## src/rtl/pipe_sink_if.sv

```systemverilog
// Handshake bundle between a pipe_reg chain tail, pipe_sink, and the downstream consumer.
// The driver side (slave) is the sink; master is whoever feeds the chain word and takes the head.
interface pipe_sink_if #(parameter int DSIZE = 8);
  logic             up_valid;
  logic [DSIZE-1:0] up_data;
  logic             low_empty;
  logic             out_valid;
  logic [DSIZE-1:0] out_data;
  logic             out_ready;

  modport master (output up_valid, up_data, out_ready,
                  input  low_empty, out_valid, out_data);
  modport slave  (input  up_valid, up_data, out_ready,
                  output low_empty, out_valid, out_data);
endinterface

```

## src/rtl/pipe_sink.sv

```systemverilog
// Tail consumer of a pipe_reg chain: FWFT buffer re-presenting words over valid/ready,
// with fill level and a saturating backpressure stall counter.
module pipe_sink #(
  parameter  int DSIZE = 8,
  parameter  int DEPTH = 4,
  parameter  int SW    = 16,
  localparam int LW    = $clog2(DEPTH) + 1
) (
  input  logic          clock,
  input  logic          rst_n,
  pipe_sink_if.slave    bus,
  input  logic          flush,
  output logic [LW-1:0] level,
  output logic          full,
  output logic          empty,
  output logic [SW-1:0] stall_cnt
);
  localparam int AW = $clog2(DEPTH);

  logic [DSIZE-1:0] mem [DEPTH];
  logic [AW-1:0]    wr_ptr, rd_ptr;
  logic [LW-1:0]    level_q;
  logic [SW-1:0]    stall_q;
  logic             push, pop;

  assign full  = (level_q == LW'(DEPTH));
  assign empty = (level_q == '0);
  assign level = level_q;
  assign stall_cnt = stall_q;

  // Only registered state and flush feed low_empty, so the chain never sees a
  // combinational loop through out_ready or up_valid.
  assign bus.low_empty = !full && !flush;
  assign bus.out_valid = !empty;
  assign bus.out_data  = empty ? '0 : mem[rd_ptr];

  assign push = bus.up_valid && bus.low_empty;
  assign pop  = bus.out_valid && bus.out_ready && !flush;

  // Storage is deliberately unreset; empty masks stale contents on out_data.
  always_ff @(posedge clock)
    if (push) mem[wr_ptr] <= bus.up_data;

  always_ff @(posedge clock or negedge rst_n) begin
    if (!rst_n) begin
      wr_ptr  <= '0;
      rd_ptr  <= '0;
      level_q <= '0;
      stall_q <= '0;
    end else if (flush) begin
      wr_ptr  <= '0;
      rd_ptr  <= '0;
      level_q <= '0;
      stall_q <= '0;
    end else begin
      if (push) wr_ptr <= wr_ptr + AW'(1);
      if (pop)  rd_ptr <= rd_ptr + AW'(1);
      unique case ({push, pop})
        2'b10:   level_q <= level_q + LW'(1);
        2'b01:   level_q <= level_q - LW'(1);
        default: level_q <= level_q;
      endcase
      if (bus.up_valid && !bus.low_empty && (stall_q != {SW{1'b1}}))
        stall_q <= stall_q + SW'(1);
    end
  end
endmodule

```

## src/flat_wrapper.sv

```systemverilog
// flat-port wrapper written by rule: the top's interface ports become plain ports
module pipe_sink_flat 
#(
  parameter  int DSIZE = 8,
  parameter  int DEPTH = 4,
  parameter  int SW    = 16,
  localparam int LW    = $clog2(DEPTH) + 1
)
  (clock, rst_n, flush, level, full, empty, stall_cnt, bus_up_valid, bus_up_data, bus_out_ready, bus_low_empty, bus_out_valid, bus_out_data);
  pipe_sink_if #(.DSIZE(DSIZE)) bus_i ();
  input  logic clock;
  input  logic rst_n;
  input  logic flush;
  output logic [LW-1:0] level;
  output logic full;
  output logic empty;
  output logic [SW-1:0] stall_cnt;
  input wire logic [$bits(bus_i.up_valid)-1:0] bus_up_valid;
  input wire logic [$bits(bus_i.up_data)-1:0] bus_up_data;
  input wire logic [$bits(bus_i.out_ready)-1:0] bus_out_ready;
  output wire logic [$bits(bus_i.low_empty)-1:0] bus_low_empty;
  output wire logic [$bits(bus_i.out_valid)-1:0] bus_out_valid;
  output wire logic [$bits(bus_i.out_data)-1:0] bus_out_data;
  assign bus_i.up_valid = bus_up_valid;
  assign bus_i.up_data = bus_up_data;
  assign bus_i.out_ready = bus_out_ready;
  assign bus_low_empty = bus_i.low_empty;
  assign bus_out_valid = bus_i.out_valid;
  assign bus_out_data = bus_i.out_data;
  pipe_sink #(.DSIZE(DSIZE), .DEPTH(DEPTH), .SW(SW)) u_core (.clock(clock), .rst_n(rst_n), .bus(bus_i), .flush(flush), .level(level), .full(full), .empty(empty), .stall_cnt(stall_cnt));
endmodule
```

## config.mk

```make
export PLATFORM = sky130hd
export DESIGN_NAME = pipe_sink_flat
export DESIGN_NICKNAME = d
export VERILOG_FILES = /design/src/rtl/pipe_sink_if.sv /design/src/rtl/pipe_sink.sv /design/src/flat_wrapper.sv
export SDC_FILE = /design/constraint.sdc
export NUM_CORES = 1
export LEC_CHECK = 0
export BUFFER_PORTS_ARGS = -buffer_cell sky130_fd_sc_hd__buf_4
export CAP_MARGIN = 20
export CORE_UTILIZATION = 42
export DETAILED_ROUTE_END_ITERATION = 10
export GPL_TIMING_DRIVEN = 0
export PLACE_DENSITY = 0.75
export SLEW_MARGIN = 20
export SYNTH_ARGS = -nofsm -noshare
export SYNTH_HDL_FRONTEND = slang
export SYNTH_SLANG_ARGS = --single-unit
export TNS_END_PERCENT = 100
```

## constraint.sdc

```tcl
create_clock -name clock -period 2.3 [get_ports clock]
set_input_delay 0.345 -clock clock [delete_from_list [all_inputs] [get_ports clock]]
set_output_delay 0.345 -clock clock [all_outputs]
set_load 0.1 [all_outputs]
```

==> results_dict.tcl <==
set metrics [dict create \
    wire_per_inst_um 16.5 \
    final_cells 335 \
    placed_cells_incl_taps 322 \
    viasPerCell 5.56 \
    die_h_um 81.0 \
    fp-row-count 28 \
    synth_area_per_cell_um2 12.8 \
    synth_cell_types 37 \
    synth_area_um2 2620 \
    port_buffers 42 \
    initial_utilization_pct 44.0 \
    worstSetupPathType "reg2reg" \
    cap_violations 0 \
    r2r_start "u_core.level[1]" \
    wl_um 5520 \
    ff_latch_area_um2 1560 \
    yosys_warnings 0 \
    hpwl_um 3760 \
    num_antenna_cells 0 \
    clk_pin_slew_ps 110 \
    dieWidth_um 81.0 \
    layout_min_cycle_time_ps 2250 \
    finalWeightedCongestion 0.809 \
    outcome "finished, final reports clean" \
    min_path_cells 1 \
    cts-root-buf "clkbuf_8" \
    fmax_mhz 445 \
    slew_headroom_pct 57.0 \
    grt_pass1_wl_um 8590 \
    vdd_drop_max_mv 1.13 \
    clock_latency_ps 310 \
    area_growth_pct 24.9 \
    drv_slew 0 \
    r2r_slack_ps 50 \
    ios 44 \
    drive_gt1_share_pct 37.7 \
    grt_max_degree 24 \
    startpoint_type "flop" \
    p_leak_nw 1.23 \
    worstSetupEndpointType "flop" \
    drt-pass1-iter-count 4 \
    hold_path.class "in2reg" \
    antenna_found_initial 0 \
    r2r-end "u_core.stall_cnt[15]" \
    num-fill-cells 502 \
    grt_pass1_vias 1758 \
    drtIter0Drc 105 \
    cts_tree "built" \
    clock_path_buffers 2 \
    crit_fanout 10 \
    die_area_um2 6550 \
    min_from "bus_up_data[2]" \
    fin_worst_skew_ps 6.62 \
    syn_inst 205 \
    required_ps 2500 \
    synth_fp_nets 224 \
    p_per_area_nw_per_um2 1150 \
    grt_usage_pct 17.8 \
    worstRegToRegCells 5 \
    cts_sinks 55 \
    h-tree-depth 2 \
    vias 1862 \
    cts_buffers 5 \
    worst_slew_pin_slew_ps 641 \
    worstPathArrival_ps 2450 \
    gr-total-overflow 0 \
    layout_common_cells "48 x buf_4, 32 x edfxtp_1, 14 x nor2b_1" \
    hold_violations 0 \
    setup_viol 0 \
    multi_input_area_um2 1060 \
    core_area_um2 5960 \
    yosysSeqAreaShare_pct 58.7 \
    synth-seq-cells 55 \
    utilization_pct 54.9 \
    drc 0 \
    post-route-period-util_pct 97.6 \
    final_common_cell "buf_4" \
    holdPathEnd "u_core.mem[0][2]" \
    ant_nets 0 \
    nNetsFinal 278 \
]
cells by family (layout without fill, tap and decap cells):
group,count (synthesis),after routing,synth area share [%]
and+or+nand+nor,75,75,16.6
xor gates and xnor gates,2,2,0.669
muxes,17,17,10.7
adders and majority gates,6,6,3.15
buffers and inverters,19,74,3.06
DFF,55,55,58.7
AOI/OAI and AO/OA,31,31,7.21
worst max-delay path, cell delays in order (launching register included):
cell	delay, ps
dfrtp_4	530
or3b_4	460
a211o_1	370
buf_6	170
nor4_2	250
mux2_2	360
cell type report:
cell class	count	area share, %
Timing Repair Buffer	49	11.3
Buffer	8	1.22
Sequential cell	55	47.7
Tap cell	75	2.87
Clock inverter	3	0.956
Multi-Input combinational cell	131	32.4
Clock buffer	5	2.10
Inverter	9	1.42
routing by layer:
metal	wire, µm	global-route usage, %
met1	2480	24.1
met2	2690	28.3
met3	252	3.60
met5	0	0
met4	95	6.61
Yosys cell counts, drive strengths merged:
master,n,share of area [%]
a211o,1,0.33
a21oi,12,2.3
and2,6,1.4
and4,2,0.67
buf,3,0.76
clkbuf,7,1.0
clkinv,1,0.14
dfrtp,23,22
edfxtp,32,37
fa,1,0.76
ha,5,2.4
inv,8,1.1
mux2,7,3.0
mux2i,2,0.76
mux4,8,6.9
nand2,8,1.1
nand3,7,1.3
nand4,5,1.2
nor2,10,1.4
nor2b,15,3.6
nor3,3,0.76
nor4,7,1.7
o2111ai,1,0.33
o21a,1,0.29
o21ai,7,1.3
o31a,1,0.33
o31ai,8,2.3
or3,4,0.96
or3b,2,0.67
or4,6,1.7
xnor2,1,0.33
xor2,1,0.33
flip-flops by register name, summed over array words and instances, names as in the netlist:
| signal | cells |
|---|---|
| u_core.level | 3 |
| u_core.mem | 32 |
| u_core.rd_ptr | 2 |
| u_core.stall_cnt | 16 |
| u_core.wr_ptr | 2 |
how the worst max path moves through the flow:
stage	slack, ps	start	depth (start not counted)	to
after floorplan	-460	u_core.rd_ptr[0]	3	bus_out_data[1]
after global placement	-190	u_core.level[0]	6	u_core.level[2]
after detailed placement	-220	u_core.level[0]	6	u_core.level[2]
after CTS	20	u_core.level[1]	5	u_core.stall_cnt[15]
after global routing	-8	u_core.level[2]	8	u_core.level[2]
final	50	u_core.level[1]	5	u_core.stall_cnt[15]
report_power, final:
part           leakage, nW  switching (mW)  internal, mW
registers            0.586          0.0794          1.14
clock network       0.0522           0.348         0.232
logic                0.594            1.48         0.471
total                 1.23            1.91          1.84
metrics by stage:
step	power (mW)	setup TNS, ps	area (µm²)	hold WS (ps)	setup slack, ps
global placement	3.09	-192	3100	262	-192
CTS	3.72	0	3240	227	24.3
global route	3.90	-7.78	3270	215	-7.78
finish	3.75	0	3270	231	54.7
detailed placement	3.12	-231	3100	263	-221
floorplan	2.75	-4130	2690	49.4	-460
repair_timing:
item | CTS | global route
gates resized for setup | 4 | 2
hold endpoints to repair | 23 | 0
buffers inserted | 1 | 5
pin swaps | 1 | 1
setup endpoints to repair | 10 | 11
hold buffers | 1 | 0
Note: power is estimated with default switching activity, not from simulation.
